===== src/rtl/lsu_pkg.sv =====
// Shared types, funct3 encodings and alignment helper for the load/store unit.
package lsu_pkg;

  typedef enum logic [1:0] {
    IDLE,
    ACCESS,
    MERGE,
    RESP
  } state_t;

  localparam logic [2:0] F3_B  = 3'b000;
  localparam logic [2:0] F3_H  = 3'b001;
  localparam logic [2:0] F3_W  = 3'b010;
  localparam logic [2:0] F3_BU = 3'b100;
  localparam logic [2:0] F3_HU = 3'b101;

  function automatic logic is_misaligned(input logic [2:0] funct3, input logic [1:0] addr_lo);
    case (funct3[1:0])
      2'b01:   return addr_lo[0];
      2'b10:   return addr_lo != 2'b00;
      default: return 1'b0;
    endcase
  endfunction

endpackage


===== src/rtl/load_extend.sv =====
// Picks the addressed byte/halfword out of a little-endian word and extends it to 32 bits.
module load_extend
  import lsu_pkg::*;
(
  input  logic [31:0] word,
  input  logic [1:0]  addr_lo,
  input  logic [2:0]  funct3,
  output logic [31:0] data
);

  logic [31:0] shifted;
  logic [7:0]  byte_sel;
  logic [15:0] half_sel;

  always_comb begin
    shifted  = word >> {addr_lo, 3'b000};
    byte_sel = shifted[7:0];
    half_sel = addr_lo[1] ? word[31:16] : word[15:0];
    data     = word;
    case (funct3)
      F3_B:    data = {{24{byte_sel[7]}}, byte_sel};
      F3_BU:   data = {24'd0, byte_sel};
      F3_H:    data = {{16{half_sel[15]}}, half_sel};
      F3_HU:   data = {16'd0, half_sel};
      default: data = word;
    endcase
  end

endmodule


===== src/rtl/load_store_unit.sv =====
// Single-request load/store unit: byte/half/word loads with extension, sub-word stores
// by read-modify-write against a combinational-read, clocked-write word memory.
module load_store_unit
  import lsu_pkg::*;
#(
  parameter int ADDRESS_WIDTH = 16,
  parameter int DATA_WIDTH    = 32
) (
  input  logic                     clk_i,
  input  logic                     rst_i,
  input  logic                     req_valid_i,
  output logic                     req_ready_o,
  input  logic                     req_we_i,
  input  logic [2:0]               req_funct3_i,
  input  logic [31:0]              req_addr_i,
  input  logic [DATA_WIDTH-1:0]    req_wdata_i,
  output logic                     resp_valid_o,
  output logic [DATA_WIDTH-1:0]    resp_rdata_o,
  output logic                     resp_err_o,
  output logic [ADDRESS_WIDTH-1:0] mem_a_o,
  output logic [DATA_WIDTH-1:0]    mem_wd_o,
  output logic                     mem_wen_o,
  input  logic [DATA_WIDTH-1:0]    mem_rd_i
);

  state_t                   state_q, state_d;
  logic                     we_q;
  logic [2:0]               f3_q;
  logic [1:0]               addr_lo_q;
  logic [DATA_WIDTH-1:0]    wdata_q;
  logic                     err_q;
  logic [DATA_WIDTH-1:0]    rdata_q;
  logic [DATA_WIDTH-1:0]    merge_q;
  logic [ADDRESS_WIDTH-1:0] mem_a_q;

  logic                     accept;
  logic                     req_illegal;
  logic                     req_err;
  logic                     sw_write;
  logic [DATA_WIDTH-1:0]    ext_data;
  logic [DATA_WIDTH-1:0]    merged;
  logic                     unused_addr_hi;

  // Address bits above the memory window are deliberately dropped.
  assign unused_addr_hi = ^req_addr_i[31:ADDRESS_WIDTH+2];

  assign accept      = req_valid_i && (state_q == IDLE);
  assign req_illegal = req_we_i ? (req_funct3_i[2] || req_funct3_i[1:0] == 2'b11)
                                : (req_funct3_i == 3'b011 || req_funct3_i[2:1] == 2'b11);
  assign req_err     = req_illegal || is_misaligned(req_funct3_i, req_addr_i[1:0]);

  load_extend u_load_extend (
    .word    (mem_rd_i),
    .addr_lo (addr_lo_q),
    .funct3  (f3_q),
    .data    (ext_data)
  );

  always_comb begin
    merged = mem_rd_i;
    if (f3_q[1:0] == 2'b00) begin
      merged[{addr_lo_q, 3'b000} +: 8] = wdata_q[7:0];
    end else if (addr_lo_q[1]) begin
      merged[31:16] = wdata_q[15:0];
    end else begin
      merged[15:0] = wdata_q[15:0];
    end
  end

  always_comb begin
    state_d = state_q;
    case (state_q)
      IDLE:    if (accept) state_d = req_err ? RESP : ACCESS;
      ACCESS:  state_d = (we_q && f3_q[1:0] != 2'b10) ? MERGE : RESP;
      MERGE:   state_d = RESP;
      RESP:    state_d = IDLE;
      default: state_d = IDLE;
    endcase
  end

  always_ff @(posedge clk_i) begin
    if (rst_i) begin
      state_q   <= IDLE;
      we_q      <= 1'b0;
      f3_q      <= 3'b000;
      addr_lo_q <= 2'b00;
      wdata_q   <= '0;
      err_q     <= 1'b0;
      rdata_q   <= '0;
      merge_q   <= '0;
      mem_a_q   <= '0;
    end else begin
      state_q <= state_d;
      if (accept) begin
        we_q      <= req_we_i;
        f3_q      <= req_funct3_i;
        addr_lo_q <= req_addr_i[1:0];
        wdata_q   <= req_wdata_i;
        err_q     <= req_err;
        rdata_q   <= '0;
        if (!req_err) mem_a_q <= req_addr_i[ADDRESS_WIDTH+1:2];
      end
      if (state_q == ACCESS && !we_q) rdata_q <= ext_data;
      if (state_q == ACCESS && we_q)  merge_q <= merged;
    end
  end

  // Reset gates the strobes combinationally so an in-flight MERGE write never commits.
  assign sw_write     = (state_q == ACCESS) && we_q && (f3_q[1:0] == 2'b10);
  assign req_ready_o  = (state_q == IDLE) && !rst_i;
  assign resp_valid_o = (state_q == RESP) && !rst_i;
  assign resp_err_o   = resp_valid_o && err_q;
  assign resp_rdata_o = resp_valid_o ? rdata_q : '0;
  assign mem_a_o      = mem_a_q;
  assign mem_wen_o    = !rst_i && (sw_write || state_q == MERGE);
  assign mem_wd_o     = sw_write ? wdata_q : ((state_q == MERGE) ? merge_q : '0);

endmodule


===== config.mk =====
export PLATFORM = sky130hd
export DESIGN_NAME = load_store_unit
export DESIGN_NICKNAME = d
export VERILOG_FILES = /design/src/rtl/lsu_pkg.sv /design/src/rtl/load_extend.sv /design/src/rtl/load_store_unit.sv
export SDC_FILE = /design/constraint.sdc
export NUM_CORES = 1
export LEC_CHECK = 0
export ABC_AREA = 1
export CELL_PAD_IN_SITES_DETAIL_PLACEMENT = 0
export CELL_PAD_IN_SITES_GLOBAL_PLACEMENT = 1
export CORE_ASPECT_RATIO = 0.75
export CORE_MARGIN = 4
export CORE_UTILIZATION = 33
export DETAILED_ROUTE_END_ITERATION = 8
export PLACE_DENSITY_LB_ADDON = 0.08
export REMOVE_ABC_BUFFERS = 1
export SLEW_MARGIN = 30
export SYNTH_ARGS = -nofsm -noshare
export SYNTH_HDL_FRONTEND = slang
export SYNTH_SLANG_ARGS = --single-unit
export TNS_END_PERCENT = 20

===== constraint.sdc =====
create_clock -name clk_i -period 2.55 [get_ports clk_i]
set_input_delay 0.51 -clock clk_i [delete_from_list [all_inputs] [get_ports clk_i]]
set_output_delay 0.51 -clock clk_i [all_outputs]
set_load 0.005 [all_outputs]

==> summary.txt, run 1 <==
Status
  • Status: complete, no violations

Final layout
  • Area Overhead vs Synth: 43.15%
  • Finished Layout Cells: around 1500
  • Final #Nets: around 1300
  • Final instance area: about 0.0098 mm²
  • Commonest non-fill, non-tap cell in the layout: nand2_1
  • Layout cell share with drive strength beyond 1: 0.1043
  • Most frequent cells in the layout: nand2_1 (225), a21oi_1 (146), nor2_1 (142), o21ai_0 (130), dfxtp_1 (119)
  • Diode count: 0

Routing
  • DR DRC count: 0
  • Routed len/inst: 16.63 µm
  • Final antenna-violating net count: 0
  • Routed vias: 7493
  • WL final: roughly 25000 µm
  • Initial DRC Count: roughly 450
  • Vias per cell: 4.904
  • Detailed Routing Iterations Pass 1: 5

Timing
  • Final Skew: 0.007609 ns
  • Worst relative slew slack: 0.4820
  • Final worst setup slack: ~0.036 ns
  • Fmax: just under 0.4 GHz
  • Fin crit period: about 2.5 ns
  • RSZ-0062 raised after global routing: yes
  • Actual slew at the worst max-slew pin: 0.7741 ns
  • Period utilisation layout: 0.9858
  • Max-slew violations: 0
  • Post-route setup TNS: 0 ns
  • Finish-stage setup viols: 0
  • Final hold vios: 0

Power and ir drop
  • Combinational share of power: 0.433
  • Peak supply drop: about 0.55 mV
  • Clock power share: 0.270
  • Sw Ratio: 0.4102
  • Psw: 3.610 mW
  • Share of total power in sequential cells: 0.296
  • Power per cell area: between 800 and 900 mW/mm²
  • Leakage power: ~4.6 nW
  • Int Power: 5.190 mW

Synth
  • Synth cell types: 32
  • Ys flop type: dfxtp_1
  • Yosys reg bits: roughly 120
  • Asr flop ratio synth: 0
  • Most area-consuming cells after synthesis: dfxtp_1 (35%), nand2_1 (12%), a21oi_1 (11%)
  • Post-synth EDFFs: 0
  • Synthesized area per cell: roughly 6.3 µm²
  • Warnings, synthesis: 0
  • Seq/Total Area, Yosys: 0.3540
  • Mapped Area: roughly 0.0068 mm²
  • Synth top area share: 0.3540
  • Syn Inst Count: roughly 1100
  • Synth area leader: dfxtp_1

GRT
  • GR Overflow Total: 0
  • First-pass GRT wire length: 39420 µm
  • Total Routing Usage GR: 0.2125
  • Initial antenna violation count: 1
  • Largest net degree at the start of global routing: 54
  • Vias in the first global route: approximately 7000

Floorplan
  • Die area: around 0.023 mm²
  • Die Wd: approximately 170 µm
  • IO Count: ~190
  • Cell Rows: 45
  • Initial Utilization: 0.3367
  • DIE HEIGHT: 132.7 µm
  • Core Region: between 0.02 and 0.025 mm²

Clock network
  • CTS Hold Buffers Added: 0
  • Clock Path Buffers: 2
  • H-tree Lvls: 4
  • CTS buffer count: 17
  • CTS sink count: roughly 120
  • CTS root buf: clkbuf_16
  • Clk slew on worst S/H paths: about 0.060 ns
  • TritonCTS clock tree: built
  • Worst skew pair latency: 0.41 ns

Setup path
  • Crit path max fanout: 22
  • Crit Path Category: reg -> out
  • Critical Path RT: 2.04 ns
  • Worst EP arrival: ~2.0 ns
  • CP Capture Type: output port
  • Crit Reg-Reg Startpoint: addr_lo_q[1]
  • Origin of the worst setup path: state_q[1]
  • Startpoint types: register

Placed design
  • Routability cong.: 0.8631
  • Dpl ws: roughly 0.11 ns
  • # placed instances: around 1500
  • Detailed placement HPWL: ~17000 µm
  • Placed inst area: 0.008910 mm²
  • Buffers on Ports: about 170

Hold path
  • Hold/Removal Path Class: reg -> reg
  • Worst hold start: mem_a_o[15]

Run
  • Max-cap viol count: 0
==> power groups by stage <==
stage	sequential, mW	combinational (mW)	clock, mW
6_report	2.61	3.81	2.38
5_1_grt	2.65	4.28	2.51
4_1_cts	2.59	3.81	2.43
3_5_place_dp	2.63	3.68	0
3_3_place_gp	2.62	3.66	0
2_1_floorplan	2.64	2.12	0
==> Yosys cell counts, types with 2 or more instances <==
cell,n
o21ai_1,3
nand4_1,3
nand2_2,13
o211ai_1,12
nand3_1,46
nor2_1,149
inv_1,89
buf_4,3
buf_2,27
o21ai_0,131
clkbuf_1,39
a21oi_1,154
inv_2,6
buf_1,5
o21bai_1,5
a21oi_2,10
nand2_1,226
nor3_1,2
dfxtp_1,121
ha_1,13
o22ai_1,10
==> per-layer routing <==
metal  vias up  GRT usage  wire length, µm
met5         -          0               13
met4         2    0.04308              236
met3        15    0.04999             1485
met2       181     0.3252            11040
met1      3474     0.3065            12640
li1       3821          -                -
==> state kept, by name, summed over array words and instances (netlist names) <==
register,count
wdata_q,32
mem_a_o,16
rdata_q,32
f3_q,3
err_q,1
we_q,1
addr_lo_q,2
merge_q,32
state_q,2
==> critical path: stages, from the launching register on <==
cell and delay (ns):
dfxtp_1 0.31, inv_1 0.08, ha_2 0.19, nand2_2 0.07
inv_2 0.09, nand3_4 0.11, buf_12 0.16, buf_12 0.15
a21oi_1 0.17, dlygate4sd2_1 0.26
==> final timing paths <==
check / depth (start not counted) / to / slack [ns]
max reg2reg: 7 / merge_q[14] / 0.34
min: 2 / mem_a_o[15] / 0.44
min reg2reg: 2 / mem_a_o[15] / 0.44
max: 9 / mem_wd_o[26] / 0.04
==> through the flow <==
| stage | hold WS, ns | power [mW] | utilization |
|---|---|---|---|
| 2_1_floorplan | 0.4393 | 4.757 | - |
| 3_5_place_dp | 0.4366 | 6.303 | 0.4384 |
| 5_1_grt | 0.4597 | 9.449 | 0.4819 |
| 4_1_cts | 0.4458 | 8.835 | 0.4720 |
| 3_3_place_gp | 0.4312 | 6.277 | 0.4384 |
| 6_report | 0.4426 | 8.799 | 0.4819 |
==> repair_timing <==
item	in CTS	in global routing
setup buffers	1	1
pin swaps	1	0
cloned	2	1
setup endpoints to repair	34	66
resized for setup	24	65
==> logic make-up after synthesis <==
kind of cell    Yosys count  share of synthesized area
flops                   121                     0.3540
buf+inv                 172                     0.1037
fa+ha+maj                13                    0.02377
compound gates          326                     0.2523
simple gates            446                     0.2662
==> area by class of cell <==
type                    instances  area (µm²)
well taps                     282       352.8
multi-input cells             785        3799
clock inverters                12       126.4
fillers                      2143       10530
inverters                      96       360.3
flip-flops and latches        121        2425
repair buffers                212        2286
clock buffers                  20       446.7
No activity file was read; power rests on OpenSTA's default activity.
==> inputs of run 2 (changes only) <==
Settings changed: CORE_UTILIZATION 33 to 30, RECOVER_POWER set to 100.
==> run 2 against run 1 <==
  * Non-clock buffer count increased by 4
  * Die area grew 9.5%
  * Routed wire length increased by 3.3%
  * Combinational power is 6.3% lower
  * Flip-flop and latch count did not move
  * Global-route usage down 0.75 points
  * Sequential power is 2% higher
  * Via count increased by 0.97%
  * Setup slack better by 0.0079 ns
  * Core utilization shrank 3.9 points
  * Hold slack lost 0.0021 ns
  * Maximum frequency up 0.31%
  * Critical path type unchanged
==> summary.txt, run 2 (synthesis gave the netlist of run 1 again) <==
Clock network
  • CTS buffer count: 17 (unchanged)
  • Clock Path Buffers: 2 (unchanged)
  • TritonCTS clock tree: built (unchanged)
  • CTS Hold Buffers Added: 0 (unchanged)
  • Clk slew on worst S/H paths: 0.06 ns (about the same)
  • CTS sink count: 121 (unchanged)
  • H-tree Lvls: 4 (unchanged)
  • CTS root buf: clkbuf_16 (unchanged)
  • Worst skew pair latency: 0.41 ns (about the same)

Final layout
  • Largest registers: merge_q (32), rdata_q (32), wdata_q (32) (unchanged)
  • Commonest non-fill, non-tap cell in the layout: nand2_1 (unchanged)
  • Final instance area: 0.009843 mm² (was 0.009796 mm²)
  • Most frequent cells in the layout: nand2_1 (235), a21oi_1 (131), nor2_1 (130), o21ai_0 (129), dfxtp_1 (119) (was nand2_1 (225), a21oi_1 (146), nor2_1 (142), o21ai_0 (130), dfxtp_1 (119))
  • Diode count: 0 (unchanged)
  • Area Overhead vs Synth: 43.85% (was 43.15%)
  • Layout cell share with drive strength beyond 1: 0.1496 (was 0.1043)
  • Final #Nets: 1353 (was 1349)

Setup path
  • Crit path max fanout: 7 (was 22)
  • Crit Path Category: reg -> out (unchanged)
  • Top delay family on crit path: buffers and inverters (unchanged)
  • Origin of the worst setup path: state_q[0] (was state_q[1])
  • Critical Path RT: 2.04 ns (about the same)
  • Max stage delay on crit path: 0.39 ns (was 0.31 ns)
  • CP Capture Type: output port (unchanged)
  • Slowest-stage cell, CP: dfxtp_4 (was dfxtp_1)
  • Crit Reg-Reg Startpoint: addr_lo_q[1] (unchanged)
  • Startpoint types: register (unchanged)
  • Critical path buffers and inverters: 5 (unchanged)
  • CP Cell Sequence: ha_4 > nand2_2 > inv_2 > nand3_4 > buf_12 > buf_16 > buf_12 > nor2_4 > a21oi_4 > clkdlybuf4s15_2 (was inv_1 > ha_2 > nand2_2 > inv_2 > nand3_4 > buf_12 > buf_12 > a21oi_1 > dlygate4sd2_1)
  • Worst EP arrival: 2.00 ns (about the same)
  • Cell mode on critical path: buf_12 (unchanged)

Floorplan
  • IO Count: 187 (unchanged)
  • Die area: 0.02531 mm² (was 0.02313 mm²)
  • DIE HEIGHT: 138.8 µm (was 132.7 µm)
  • Cell Rows: 47 (was 45)
  • Die Wd: 182.4 µm (was 174.3 µm)
  • Core Region: 0.02223 mm² (was 0.02033 mm²)
  • Initial Utilization: 0.3078 (was 0.3367)

Power and ir drop
  • Power per cell area: 900.4 mW/mm² (was 898.3 mW/mm²)
  • Peak supply drop: 0.3965 mV (was 0.5514 mV)
  • Power consumption: 8.863 mW (was 8.799 mW)
  • Leakage power: 3.939 nW (was 4.627 nW)

Timing
  • Final hold slack: 0.4405 ns (was 0.4426 ns)
  • Worst relative slew slack: 0.4175 (was 0.4820)
  • Fmax: 0.3990 GHz (was 0.3978 GHz)
  • Max-slew violations: 0 (unchanged)
  • Fin crit period: 2.506 ns (was 2.514 ns)
  • Finish-stage setup viols: 0 (unchanged)
  • Final hold vios: 0 (unchanged)
  • Final Skew: 0.007603 ns (was 0.007609 ns)
  • Final worst setup slack: 0.04398 ns (was 0.03612 ns)
  • Actual slew at the worst max-slew pin: 0.8738 ns (was 0.7741 ns)
  • RSZ-0062 raised after global routing: yes (unchanged)
  • Period utilisation layout: 0.9828 (was 0.9858)

Hold path
  • Hold/Removal Path Class: reg -> reg (unchanged)
  • Worst hold start: mem_a_o[14] (was mem_a_o[15])

GRT
  • Initial antenna violation count: 1 (unchanged)
  • Vias in the first global route: 7236 (was 7038)
  • GR Overflow Total: 0 (unchanged)
  • Total Routing Usage GR: 0.2051 (was 0.2125)
  • First-pass GRT wire length: 41350 µm (was 39420 µm)
  • Largest net degree at the start of global routing: 70 (was 54)

Routing
  • Vias per cell: 4.900 (was 4.904)
  • Final antenna-violating net count: 0 (unchanged)
  • Routed len/inst: 17.01 µm (was 16.63 µm)
  • Detailed Routing Iterations Pass 1: 5 (unchanged)
  • DR DRC count: 0 (unchanged)
  • WL final: 26260 µm (was 25420 µm)
  • Routed vias: 7566 (was 7493)
  • Initial DRC Count: 501 (was 452)

Placed design
  • Buffers on Ports: 172 (unchanged)
  • Placed inst area: 0.008827 mm² (was 0.008910 mm²)
  • Detailed placement HPWL: 17230 µm (was 17390 µm)
  • Dpl ws: 0.05435 ns (was 0.1064 ns)
  • Routability cong.: 0.8276 (was 0.8631)

Status
  • Status: complete, no violations (unchanged)

Run
  • Max-cap viol count: 0 (unchanged)
[run 2: changes by cell type in the layout (fill, tap and decap cells not counted), moves of 6 or more]
cell            change
dlymetal6s2s_1     -44
buf_2              +21
dlygate4sd3_1      +17
a21oi_1            -15
nor2_1             -12
a21oi_2            +10
nand2_1            +10
nand2_2            -10
nor2_4              +8
clkbuf_2            +6
[run 2: layer usage]
layer / wire (µm) / share of wire / vias to the layer above / GRT usage
met4: 148 / 0.0056 / 2 / 0.03158
met5: 11 / 0.00042 / - / 0
li1: - / - / 3836 / -
met1: 13230 / 0.50 / 3527 / 0.3012
met3: 1389 / 0.053 / 14 / 0.04405
met2: 11480 / 0.44 / 187 / 0.3153
[run 2: through the flow]
step	std cells	TNS, ns	util
floorplan	1002	-86.14	-
global placement	1492	0	0.3971
detailed placement	1492	0	0.3971
CTS	1543	-0.4087	0.4406
global route	1544	-0.3634	0.4428
finish	1544	0	0.4428
[run 2: power by group]
group | leakage (nW) | internal [mW] | switching, mW | total [mW]
logic | 2.65 | 1.28 | 2.29 | 3.57
registers | 0.989 | 2.32 | 0.344 | 2.66
clock network | 0.299 | 1.67 | 0.962 | 2.63
[run 2: timing repair]
action,4_1_cts,5_1_grt
cloned,5,0
resized for setup,146,67
setup buffers,14,3
pin swaps,3,3
endpoints found under the setup margin,66,59
[run 2: worst paths after layout]
path | endpoint | slack, ns | depth (start not counted)
min | mem_a_o[14] | 0.44 | 2
max | mem_wd_o[20] | 0.04 | 10
min reg2reg | mem_a_o[14] | 0.44 | 2
max reg2reg | merge_q[12] | 0.14 | 8
[run 2: area by class of cell]
class / count / area [µm²]
Sequential cell: 121 / 2427
Fill cell: 2409 / 12390
Inverter: 96 / 360.3
Tap cell: 294 / 367.9
Multi-Input combinational cell: 785 / 3970
Clock buffer: 18 / 439.2
Timing Repair Buffer: 216 / 2083
Clock inverter: 14 / 195.2
[run 2: worst reg2reg max path, cell delays in order, from the launching register on]
cell and delay, ns:
dfxtp_1 0.57, inv_2 0.21, ha_1 0.24, inv_1 0.19, buf_4 0.20, nand3_1 0.37
o22ai_1 0.34, o21bai_1 0.10, a21oi_1 0.12
==> inputs of run 3 (changes only) <==
Settings changed: RECOVER_POWER 100 to 25.
Clock period 2.55 ns to 2.9 ns, I/O delays scaled along.
==> run 3 against run 2 <==
  * First-iteration DRC count fell by 8.6%
  * Flip-flop and latch count did not move
  * Core utilization fell by 1.2 points
  * Die area did not move
  * Clock skew rose by 0.0011 ns
  * Combinational power fell by 15%
  * Global-route usage fell by 0.53 points
  * Sequential power fell by 13%
  * Total power fell by 12%
  * Hold slack improved by 0.0019 ns
  * Design area fell by 2.7%
==> summary.txt, run 3 (synthesis gave the netlist of run 1 again) <==
Timing
  • Fin crit period: roughly 2.8 ns
  • Worst relative slew slack: 0.5126 (was 0.4175)
  • RSZ-0062 raised after global routing: no (was yes)
  • Max-slew violations: 0 (unchanged)
  • Fmax: 0.3580 GHz
  • Final Skew: 0.008731 ns (was 0.007603 ns)
  • Final hold vios: 0 (unchanged)
  • Finish-stage setup viols: 0 (unchanged)
  • Period utilisation layout: 0.9631
  • Actual slew at the worst max-slew pin: 0.7284 ns (was 0.8738 ns)
  • Final worst setup slack: 0.1070 ns (was 0.04398 ns)

Floorplan
  • Die area: 0.02531 mm² (unchanged)
  • Core Region: 0.02223 mm² (unchanged)
  • Die Wd: 182.4 µm (unchanged)
  • IO Count: 187 (unchanged)
  • Cell Rows: 47 (unchanged)
  • DIE HEIGHT: 138.8 µm (unchanged)
  • Initial Utilization: 0.3078 (unchanged)

Routing
  • Final antenna-violating net count: 0 (unchanged)
  • WL met3: 1393 µm (was 1389 µm)
  • DR DRC count: 0 (unchanged)
  • Vias per cell: 4.785 (was 4.900)
  • Initial DRC Count: 458 (was 501)
  • Routed vias: 7311 (was 7566)
  • Detailed Routing Iterations Pass 1: 4 (was 5)
  • Met1 wire length: 12680 µm (was 13230 µm)
  • Uppermost layer routed: met5 (unchanged)
  • Met2 WL: 11260 µm (was 11480 µm)
  • Routed len/inst: 16.77 µm (was 17.01 µm)
  • WL final: 25620 µm (was 26260 µm)

Clock network
  • Clk slew on worst S/H paths: 0.06 ns (about the same)
  • Clock Path Buffers: 2 (unchanged)
  • CTS sink count: 121 (unchanged)
  • CTS buffer count: 17 (unchanged)
  • TritonCTS clock tree: built (unchanged)
  • Worst skew pair latency: 0.42 ns (was 0.41 ns)
  • CTS root buf: clkbuf_16 (unchanged)
  • H-tree Lvls: 4 (unchanged)
  • CTS Hold Buffers Added: 0 (unchanged)

GRT
  • Largest net degree at the start of global routing: 70 (unchanged)
  • Initial antenna violation count: 2 (was 1)
  • GR Overflow Total: 0 (unchanged)
  • Vias in the first global route: 7067 (was 7236)
  • First-pass GRT wire length: 40380 µm (was 41350 µm)
  • Total Routing Usage GR: 0.1998 (was 0.2051)

Final layout
  • Diode count: 0 (unchanged)
  • Layout cell share with drive strength beyond 1: 0.08509 (was 0.1496)
  • Finished Layout Cells: 1528 (was 1544)
  • Most frequent cells in the layout: nand2_1 (226), a21oi_1 (152), nor2_1 (149), clkdlybuf4s50_1 (146), o21ai_0 (130) (was nand2_1 (235), a21oi_1 (131), nor2_1 (130), o21ai_0 (129), dfxtp_1 (119))
  • Area Overhead vs Synth: 39.90% (was 43.85%)
  • Final #Nets: 1337 (was 1353)
  • # fillers: 2384 (was 2409)
  • Largest registers: merge_q (32), rdata_q (32), wdata_q (32) (unchanged)
  • Commonest non-fill, non-tap cell in the layout: nand2_1 (unchanged)

Hold path
  • Hold/Removal Path Class: reg -> reg (unchanged)
  • Worst hold path depth: 2 (unchanged)
  • Worst hold start: mem_a_o[11] (was mem_a_o[14])
  • Hold worst-path end: mem_a_o[11] (was mem_a_o[14])

Run
  • Max-cap viol count: 0 (unchanged)

Setup path
  • Crit Path Category: reg -> out (unchanged)
  • Critical Path RT: 2.32 ns (was 2.04 ns)
  • Cells on worst reg2reg path: 8 (unchanged)
  • RR Endpoint: merge_q[29] (was merge_q[12])
  • Startpoint types: register (unchanged)
  • CP Capture Type: output port (unchanged)
  • Worst reg2reg setup slack: 0.79 ns (was 0.14 ns)
  • Crit Reg-Reg Startpoint: f3_q[1] (was addr_lo_q[1])
  • Crit path max fanout: 16 (was 7)
  • Worst EP arrival: 2.21 ns (was 2.00 ns)

Placed design
  • Detailed placement HPWL: 17110 µm (was 17230 µm)
  • Routability cong.: 0.8321 (was 0.8276)
  • # placed instances: 1491 (was 1492)
  • Dpl ws: 0.3579 ns (was 0.05435 ns)
  • Buffers on Ports: 172 (unchanged)

Power and ir drop
  • Power per cell area: 812.0 mW/mm² (was 900.4 mW/mm²)
  • Leakage power: 3.874 nW (was 3.939 nW)
  • Peak supply drop: 0.4548 mV (was 0.3965 mV)

Status
  • Status: complete, no violations (unchanged)
-- run 3: cell types whose count changed in the layout (fill, tap and decap cells not counted), moves of 8 or more --
cell	change
a21oi_1	+21
a21oi_2	-15
buf_2	-21
clkdlybuf4s50_1	+34
dlygate4sd2_1	+8
dlygate4sd3_1	-17
nand2_1	-9
nand2_2	+9
nor2_1	+19
nor2_2	-11
nor2_4	-8
-- run 3: worst max path at each step --
stage               slack, ns              end  startpoint
floorplan               -0.79     mem_wd_o[10]  state_q[1]
global placement         0.36      mem_wd_o[9]  state_q[1]
finish                   0.11     mem_wd_o[31]  state_q[1]
CTS                     0.001      mem_wd_o[2]  state_q[1]
global route          0.00006  resp_rdata_o[7]  state_q[0]
detailed placement       0.36      mem_wd_o[9]  state_q[1]
-- run 3: worst max-delay path, cell delays in order, from the launching register on --
cell             delay (ns)
dfxtp_4                0.36
inv_4                  0.08
ha_4                   0.12
nand2_1                0.07
inv_2                  0.09
nand3_4                0.17
buf_16                 0.22
a21oi_1                0.15
clkdlybuf4s50_1        0.53
-- run 3: power breakdown --
| group | switching (mW) | internal (mW) |
|---|---|---|
| Sequential | 0.269 | 2.04 |
| Combinational | 1.99 | 1.06 |
| Clock | 0.861 | 1.55 |
| Total | 3.12 | 4.66 |
-- run 3: metrics by stage --
| step | power [mW] | hold slack, ns | util | instance area (µm²) | TNS [ns] |
|---|---|---|---|---|---|
| 2_1_floorplan | 4.183 | 0.4393 | - | 6494 | -46.59 |
| 3_3_place_gp | 5.367 | 0.4328 | 0.3945 | 8770 | 0 |
| 3_5_place_dp | 5.372 | 0.4355 | 0.3945 | 8770 | 0 |
| 4_1_cts | 7.851 | 0.4449 | 0.4284 | 9523 | 0 |
| 5_1_grt | 8.398 | 0.4583 | 0.4307 | 9573 | 0 |
| 6_report | 7.773 | 0.4424 | 0.4307 | 9573 | 0 |
-- run 3: repair_timing --
item	4_1_cts	5_1_grt
gates resized for setup	26	14
pin swaps	0	0
setup endpoints to repair	32	16
gates cloned	3	0
setup buffers	1	1
-- run 3: cell type report --
type                    count  area (µm²)  share of cell area
clock buffers              18       439.2             0.04588
flip-flops and latches    121        2429              0.2537
multi-input cells         785        3744              0.3911
clock inverters            14       220.2             0.02300
inverters                  96       362.8             0.03790
well taps                 294       367.9             0.03843
repair buffers            200        2011              0.2100
-- run 3: layer usage --
layer	global-route usage	vias to the layer above
li1	-	3801
met1	0.2883	3298
met2	0.3075	189
met3	0.04012	19
met4	0.04698	4
met5	0	-
